## config.mk

```make
export PLATFORM = sky130hd
export DESIGN_NAME = rr_mux_arbiter
export DESIGN_NICKNAME = d
export VERILOG_FILES = /design/src/rtl/rr_mux_pkg.sv /design/src/rtl/rr_mux_arbiter_picker.sv /design/src/rtl/rr_mux_arbiter.sv
export SDC_FILE = /design/constraint.sdc
export NUM_CORES = 1
export LEC_CHECK = 0
export CAP_MARGIN = 5
export CORE_ASPECT_RATIO = 0.9
export CORE_MARGIN = 2
export CORE_UTILIZATION = 46
export DETAILED_ROUTE_END_ITERATION = 12
export GPL_TIMING_DRIVEN = 0
export PLACE_DENSITY = 0.92
export SLEW_MARGIN = 20
export SYNTH_ARGS = -nofsm -noshare
export SYNTH_HDL_FRONTEND = slang
export SYNTH_SLANG_ARGS = --single-unit
```

## constraint.sdc

```tcl
create_clock -name clk -period 5.7 [get_ports clk]
set_input_delay 1.14 -clock clk [delete_from_list [all_inputs] [get_ports clk]]
set_output_delay 1.14 -clock clk [all_outputs]
set_load 0.01 [all_outputs]
```

## src/rtl/rr_mux_pkg.sv

```systemverilog
// Shared types and helpers for the round-robin mux arbiter.
package rr_mux_pkg;

    localparam int N_REQ = 4;
    localparam int SEL_W = 2;

    typedef enum logic {
        IDLE  = 1'b0,
        GRANT = 1'b1
    } state_t;

    function automatic logic [N_REQ-1:0] onehot2(input logic [SEL_W-1:0] s);
        onehot2    = '0;
        onehot2[s] = 1'b1;
    endfunction

endpackage

```

## src/rtl/rr_mux_arbiter_picker.sv

```systemverilog
// Combinational round-robin picker: scans last+1, last+2, ... for the first set request.
module rr_picker
    import rr_mux_pkg::*;
(
    input  logic [N_REQ-1:0] req,
    input  logic [SEL_W-1:0] last,
    input  logic             exclude_en,
    input  logic [SEL_W-1:0] exclude_idx,
    output logic             any,
    output logic [SEL_W-1:0] winner
);

    logic [N_REQ-1:0] masked;
    logic [SEL_W-1:0] idx;
    logic             found;

    always_comb begin
        masked = req;
        if (exclude_en) begin
            masked[exclude_idx] = 1'b0;
        end
        // The excluded requester may still win when it is the only one asking.
        if (masked == '0) begin
            masked = req;
        end
        any    = |req;
        winner = last;
        found  = 1'b0;
        idx    = last;
        for (int i = 1; i <= N_REQ; i++) begin
            idx = last + i[SEL_W-1:0];
            if (!found && masked[idx]) begin
                winner = idx;
                found  = 1'b1;
            end
        end
    end

endmodule

```

## src/rtl/rr_mux_arbiter.sv

```systemverilog
// Round-robin arbiter sharing one 4:1 datapath among four requesters,
// with bursts of up to MAX_BURST beats per grant.
//
//   state | meaning
//   IDLE  | no grant, waiting for any request
//   GRANT | requester sel owns the datapath
module rr_mux_arbiter
    import rr_mux_pkg::*;
#(
    parameter int WIDTH     = 4,
    parameter int MAX_BURST = 4
) (
    input  logic             clk,
    input  logic             rst_n,
    input  logic [3:0]       req,
    input  logic [WIDTH-1:0] a,
    input  logic [WIDTH-1:0] b,
    input  logic [WIDTH-1:0] c,
    input  logic [WIDTH-1:0] d,
    input  logic             out_ready,
    output logic [3:0]       gnt,
    output logic [1:0]       sel,
    output logic             out_valid,
    output logic [WIDTH-1:0] out_data,
    output logic [3:0]       ack
);

    state_t           state_q, state_d;
    logic [SEL_W-1:0] sel_q, sel_d;
    logic [SEL_W-1:0] last_q, last_d;
    logic [N_REQ-1:0] gnt_q, gnt_d;
    logic [3:0]       beat_cnt_q, beat_cnt_d;

    logic             beat;
    logic             burst_done;
    logic             rel;
    logic             pick_any;
    logic [SEL_W-1:0] pick_winner;
    logic [SEL_W-1:0] pick_last;
    logic [WIDTH-1:0] mux_data;

    assign out_valid  = (state_q == GRANT) && req[sel_q];
    assign beat       = out_valid && out_ready;
    assign burst_done = beat && (beat_cnt_q == 4'(MAX_BURST - 1));
    assign rel        = (state_q == GRANT) && (burst_done || !req[sel_q]);
    // On release the pointer moves to sel in the same cycle, so arbitrate from sel.
    assign pick_last  = (state_q == GRANT) ? sel_q : last_q;

    rr_picker u_picker (
        .req         (req),
        .last        (pick_last),
        .exclude_en  (burst_done),
        .exclude_idx (sel_q),
        .any         (pick_any),
        .winner      (pick_winner)
    );

    always_comb begin
        state_d    = state_q;
        sel_d      = sel_q;
        last_d     = last_q;
        gnt_d      = gnt_q;
        beat_cnt_d = beat_cnt_q;
        case (state_q)
            IDLE: begin
                gnt_d = '0;
                if (pick_any) begin
                    state_d    = GRANT;
                    sel_d      = pick_winner;
                    gnt_d      = onehot2(pick_winner);
                    beat_cnt_d = '0;
                end
            end
            GRANT: begin
                if (rel) begin
                    last_d     = sel_q;
                    beat_cnt_d = '0;
                    if (pick_any) begin
                        sel_d = pick_winner;
                        gnt_d = onehot2(pick_winner);
                    end else begin
                        state_d = IDLE;
                        gnt_d   = '0;
                    end
                end else if (beat) begin
                    beat_cnt_d = beat_cnt_q + 4'd1;
                end
            end
            default: begin
                state_d = IDLE;
                gnt_d   = '0;
            end
        endcase
    end

    always_ff @(posedge clk or negedge rst_n) begin
        if (!rst_n) begin
            state_q    <= IDLE;
            sel_q      <= '0;
            last_q     <= 2'd3;
            gnt_q      <= '0;
            beat_cnt_q <= '0;
        end else begin
            state_q    <= state_d;
            sel_q      <= sel_d;
            last_q     <= last_d;
            gnt_q      <= gnt_d;
            beat_cnt_q <= beat_cnt_d;
        end
    end

    always_comb begin
        mux_data = '0;
        case (sel_q)
            2'd0:    mux_data = a;
            2'd1:    mux_data = b;
            2'd2:    mux_data = c;
            default: mux_data = d;
        endcase
    end

    assign out_data = out_valid ? mux_data : '0;
    assign ack      = beat ? onehot2(sel_q) : '0;
    assign gnt      = gnt_q;
    assign sel      = sel_q;

endmodule
```

==> run_results.csv, run 1 <==
group,metric,value,unit
floorplan,fp-row-count,15,
setup_path,end_kind,"output pin",
clocking,htreeDepth,1,
yosys,yosys_warnings,0,
floorplan,start_util,49.9,%
drt,antenna_left,0,
finish,fillCellCount,151,
placed_design,portBuffers,37,
min_path,holdPathEnd,"beat_cnt_q[0]$_DFFE_PN0P_",
yosys,synth_nets,118,
floorplan,core,1970,um2
global_routing,grt_max_degree,14,
clocking,cts.sinks,13,
placed_design,gp_congestion,0.804,
clocking,numCtsBuffers,3,
floorplan,die_w,52.7,um
yosys,synth_commonest_cells,"dfrtp_1 (11), inv_1 (6), nand2_1 (6), nor2_1 (6)",
setup_path,critPathLaunchType,"input pin",
floorplan,dieHeight,47.9,um
clocking,root_buffer,"clkbuf_4",
finish,antenna_cells,0,
global_routing,grt_overflow,0,
min_path,holdCritPathClass,"register to register",
finish,final-instance-count-excl-fill,160,
drt,via_per_inst,5.69,
sta,hold_viol,0,
sta,clock.fmax,0.224,GHz
floorplan,dieArea,2520,um2
finish,nets,160,
clocking,post_cts_buffers,0,
min_path,hold_start,"beat_cnt_q[0]$_DFFE_PN0P_",
placed_design,dpl.cell_count,156,
drt,wl_per_cell,15.0,um
min_path,worstHoldPathCells,1,
drt,dr.pass1.iters,4,
finish,fin_util,71.6,%
setup_path,worstPathRequired,4560,ps
sta,fin_crit_sh,78.2,%
sta,slew_violations,0,
sta,holdWs,520,ps
clocking,cts_hold_buf,0,
drt,drtIter0Drc,26,
yosys,synth-edff-count,0,
yosys,synthFlopType,"dfrtp_1",
clocking,cts_buffer_depth,2,
drt,drc_errors,0,
setup_path,crit_start,"req[1]",
job,maxCapViolCount,0,
yosys,post-synth-top-area-cell,"dfrtp_1",
yosys,syn_avg_cell_area,10.5,um2
sta,rsz0062_at_grt,"false",
clocking,cts_tree,"done",
yosys,synth_most_common_cell,"dfrtp_1",
clocking,cts_resized,0,
setup_path,path_class,"input pin to output pin",
setup_path,rr_worst_depth,6,
clocking,clock_latency,280,ps
yosys,synth_top_area_share,28.0,%
setup_path,regToRegStartpoint,"beat_cnt_q[0]$_DFFE_PN0P_",
drt,dr_total_vias,910,
sta,slew_headroom,53.1,%
clocking,path_clk_slew,80,ps
yosys,ys_seq_area_share,33.3,%
sta,min_period,4460,ps
yosys,yosysUniqueCellTypes,35,
sta,setup_ws,1240,ps
finish,drive_gt1_share,11.9,%
setup_path,cp.arrival,3320,ps
placed_design,dp_hpwl,1960,um
sta,final.setup_skew,9.76,ps
setup_path,reg2reg_slack,3460,ps
yosys,synthTopCellsByArea,"dfrtp_1 (28%), mux4_1 (13%), dfstp_2 (5.3%)",
drt,totalWireLength,2400,um
setup_path,regToRegEndpoint,"gnt[2]$_DFFE_PN0P_",
setup_path,cp_max_fo,10,
global_routing,grt_pass1_vias,817,
global_routing,antenna_found_initial,0,
run_status,outcome,"complete, no violations",
yosys,async_flop_share,100,%
pwr,leakage,0.000584,uW
pwr,ir_worst_vdd,0.299,mV
sta,finalSetupViolations,0,
pwr,power_density,437,nW/um2
yosys,netlist_instances,94,
finish,area_growth_syn_to_layout,43.5,%
yosys,ys_seq_elements,13,
sta,max_slew.worst_pin.slew,703,ps
placed_design,dpl_worst_slack,1270,ps
yosys,syn_area,983,um2
global_routing,grt_usage,20.8,%
global_routing,grt_pass1_wl,3750,um
floorplan,num_io_pins,38,
sta,setup-tns-final,0,ps
[cell type report]
class / count / area, um2 / area share, %
multi-input cells: 69 / 588 / 41.7
inverters: 6 / 22.5 / 1.60
repair buffers: 37 / 370 / 26.2
flip-flops and latches: 13 / 328 / 23.2
plain buffers: 6 / 45.0 / 3.19
clock buffers: 4 / 26.3 / 1.86
well taps: 25 / 31.3 / 2.22
[registers in the layout, indices dropped and copies added, names as in the netlist]
register,count
beat_cnt_q,4
gnt,4
last_q,2
sel,2
state_q,1
[per-stage QoR]
stage	power, uW	cell area, um2
2_1_floorplan	412	983
5_1_grt	657	1410
6_report	617	1410
3_3_place_gp	548	1390
3_5_place_dp	564	1390
4_1_cts	621	1410
[worst max-delay path, stage by stage]
cell	delay (ps)
clkdlybuf4s50_1	500
mux2_2	330
a2bb2oi_1	320
inv_1	100
clkbuf_1	240
and2_1	200
clkdlybuf4s50_1	480
[how the worst max path moves through the flow]
stage                        endpoint  slack (ps)  cells past startpoint
after floorplan           out_data[0]        2470                      5
after global routing      out_data[2]        1110                      7
after detailed placement  out_data[3]        1270                      7
final                     out_data[3]        1240                      7
after global placement    out_data[2]        1330                      7
after CTS                 out_data[2]        1250                      7
[layer usage]
layer  GRT usage, %  share of wire [%]
met3           6.56                7.2
met5              0                  0
met1           26.8                 42
met4           5.64                2.2
met2           34.3                 49
[power breakdown]
group,leakage [uW],internal [uW],switching (uW)
sequential,0.000160,130,25.8
combinational,0.000409,222,183
clock,0.0000150,27.1,29.1
[cells in the final DEF (no fill, tap or decap), types with 2 or more instances in the layout]
cell              n
dfrtp_1          11
o22ai_1           3
nand2b_1          3
nand3_1           5
mux2_2            4
a2bb2oi_1         2
clkbuf_1          4
nand2_1           6
mux2i_1           3
dfstp_2           2
o31ai_1           2
nor2_1            6
a32o_1            2
nor2b_1           2
buf_6             3
mux4_1            5
inv_1             6
and2_1            4
clkbuf_4          3
o21ai_0           4
o2bb2ai_1         2
a21boi_1          2
clkdlybuf4s50_1  37
[cells by family after synthesis]
logic type      synth area share, %
simple gates                   16.7
buf+inv                        6.87
compound gates                 17.0
fa+ha+maj                      1.27
mux                            24.8
flops                          33.3
Note: power is estimated with default switching activity, not from simulation.
==> inputs of run 2 (changes only) <==
--- a/config.mk
+++ b/config.mk
@@ -8,10 +8,10 @@
 export CAP_MARGIN = 5
 export CORE_ASPECT_RATIO = 0.9
 export CORE_MARGIN = 2
-export CORE_UTILIZATION = 46
+export CORE_UTILIZATION = 43
 export DETAILED_ROUTE_END_ITERATION = 12
 export GPL_TIMING_DRIVEN = 0
-export PLACE_DENSITY = 0.92
+export PLACE_DENSITY = 0.87
 export SLEW_MARGIN = 20
 export SYNTH_ARGS = -nofsm -noshare
 export SYNTH_HDL_FRONTEND = slang
==> constraint.sdc (replaced) <==
create_clock -name clk -period 4.2 [get_ports clk]
set_input_delay 0.84 -clock clk [delete_from_list [all_inputs] [get_ports clk]]
set_output_delay 0.84 -clock clk [all_outputs]
set_load 0.01 [all_outputs]
==> run 2 against run 1 <==
  * Cell area is 0.18% higher
  * Sequential power up 37%
  * Critical path depth unchanged
  * Sequential share of layout area about the same
  * Final cell count is 1.3% higher
  * Die area up 6.4%
  * Utilization down 6.2 points
  * First-iteration DRC count increased by 19%
  * Count of clock-buffer cells in the layout unchanged
  * Hold slack got worse by 18 ps
  * Clock skew fell by 8.5 ps
  * Critical path type unchanged
==> run_results.csv, run 2 (synthesized netlist as in run 1, its figures left out) <==
group,metric,value,unit
floorplan,dieArea,2690,um2
sta,final.setup_skew,1.26,ps
floorplan,dieHeight,49.4,um
drt,totalWireLength,2500,um
drt,drtIter0Drc,31,
drt,met2_length,1300,um
setup_path,regToRegEndpoint,"gnt[0]$_DFFE_PN0P_",
clocking,cts.sinks,13,
sta,setup-tns-final,0,ps
global_routing,grt_usage,21.9,%
finish,area_growth_syn_to_layout,43.8,%
setup_path,cp_max_fo,10,
setup_path,rr_worst_depth,6,
min_path,holdCritPathClass,"register to register",
setup_path,cp_top_family,"buffers and inverters",
setup_path,end_kind,"output pin",
setup_path,cp.depth,7,
global_routing,grt_overflow,0,
drt,antenna_left,0,
global_routing,grt_pass1_wl,4220,um
clocking,numCtsBuffers,3,
sta,hold_viol,0,
setup_path,cp_slowest_cell,"clkdlybuf4s50_1",
floorplan,fp-row-count,16,
setup_path,worstPathRequired,3360,ps
pwr,ir_worst_vdd,0.396,mV
finish,final-instance-count-excl-fill,162,
global_routing,grt_max_degree,14,
clocking,root_buffer,"clkbuf_4",
job,maxCapViolCount,0,
clocking,htreeDepth,1,
sta,slew_violations,0,
clocking,cts_buffer_depth,2,
placed_design,dpl.cell_count,158,
setup_path,cp.arrival,2990,ps
drt,drc_errors,0,
drt,via_per_inst,5.68,
clocking,cts_resized,0,
placed_design,portBuffers,37,
drt,wl_per_cell,15.4,um
placed_design,gp_congestion,0.784,
finish,fillCellCount,178,
pwr,power_density,597,nW/um2
clocking,path_clk_slew,80,ps
pwr,leakage,0.000584,uW
finish,drive_gt1_share,11.9,%
setup_path,crit_path_frequent_cell,"clkdlybuf4s50_1",
drt,wl_met3,116,um
sta,finalSetupViolations,0,
global_routing,antenna_found_initial,0,
setup_path,reg2reg_slack,1980,ps
setup_path,path_class,"input pin to output pin",
sta,max_slew.worst_pin.slew,699,ps
floorplan,num_io_pins,38,
clocking,clock_latency,280,ps
pwr,power,844,uW
setup_path,critPathLaunchType,"input pin",
finish,antenna_cells,0,
sta,min_period,3830,ps
setup_path,crit_path_end,"out_data[3]",
setup_path,regToRegStartpoint,"beat_cnt_q[0]$_DFFE_PN0P_",
floorplan,start_util,45.5,%
floorplan,core,2160,um2
finish,nets,160,
sta,slew_headroom,53.4,%
setup_path,critPathBufInv,4,
drt,dr.pass1.iters,4,
finish,final_cell_mix,"clkdlybuf4s50_1 (37), dfrtp_1 (11), nand2_1 (6), inv_1 (6), nor2_1 (6)",
sta,holdWs,502,ps
sta,rsz0062_at_grt,"false",
clocking,cts_tree,"done",
setup_path,max_stage_delay,500,ps
floorplan,die_w,54.4,um
finish,mostFrequentLayoutCell,"clkdlybuf4s50_1",
drt,routed.top_layer,"met4",
drt,dr_total_vias,920,
clocking,post_cts_buffers,0,
clocking,cts_hold_buf,0,
global_routing,grt_pass1_vias,907,
drt,wl_met1,1030,um
setup_path,crit_chain,"clkdlybuf4s50_1 > mux2_2 > a2bb2oi_1 > inv_1 > clkbuf_1 > and2_1 > clkdlybuf4s50_1",
sta,clock.fmax,0.261,GHz
setup_path,crit_start,"req[1]",
run_status,outcome,"complete, no violations",
sta,fin_crit_sh,91.1,%
-- run 2: final cells by class --
class                   count  area, um2  share of cell area (%)
multi-input cells          69        588                    41.6
repair buffers             37        370                    26.2
flip-flops and latches     13        328                    23.2
plain buffers               6       45.0                    3.19
well taps                  27       33.8                    2.39
clock buffers               4       26.3                    1.86
inverters                   6       22.5                    1.59
-- run 2: metrics by stage --
stage	setup slack, ps	area, um2	util, %
after floorplan	1570	983	-
after global routing	247	1410	65.4
after CTS	364	1410	65.4
final	373	1410	65.4
after detailed placement	368	1390	64.2
after global placement	441	1390	64.2
-- run 2: layer usage --
| metal | global-route usage [%] | vias up |
|---|---|---|
| li1 | - | 442 |
| met1 | 27.1 | 444 |
| met2 | 35.5 | 26 |
| met3 | 6.13 | 8 |
| met4 | 7.92 | 0 |
| met5 | 0 | - |
-- run 2: worst min-delay path by stage --
stage                                    from                         to  slack, ps  cells past startpoint
finish                     gnt[2]$_DFFE_PN0P_         gnt[2]$_DFFE_PN0P_        500                      1
global route               gnt[2]$_DFFE_PN0P_         gnt[2]$_DFFE_PN0P_        510                      1
CTS                        gnt[0]$_DFFE_PN0P_         gnt[0]$_DFFE_PN0P_        510                      1
detailed placement         gnt[2]$_DFFE_PN0P_         gnt[2]$_DFFE_PN0P_        490                      1
global placement           gnt[2]$_DFFE_PN0P_         gnt[2]$_DFFE_PN0P_        480                      1
floorplan           beat_cnt_q[0]$_DFFE_PN0P_  beat_cnt_q[0]$_DFFE_PN0P_        470                      1
-- run 2: where the power goes --
group | total, uW | internal (uW) | switching [uW] | leakage [uW]
sequential | 213 | 177 | 36.1 | 0.000160
clock | 79.1 | 36.9 | 42.1 | 0.0000150
combinational | 552 | 301 | 251 | 0.000409
==> inputs of run 3 (changes only) <==
--- a/config.mk
+++ b/config.mk
@@ -5,6 +5,7 @@
 export SDC_FILE = /design/constraint.sdc
 export NUM_CORES = 1
 export LEC_CHECK = 0
+export ABC_CLOCK_PERIOD_IN_PS = 4200
 export CAP_MARGIN = 5
 export CORE_ASPECT_RATIO = 0.9
 export CORE_MARGIN = 2
==> results of run 3 <==
No change in the layout: final DEF, timing and power equal those of run 2.
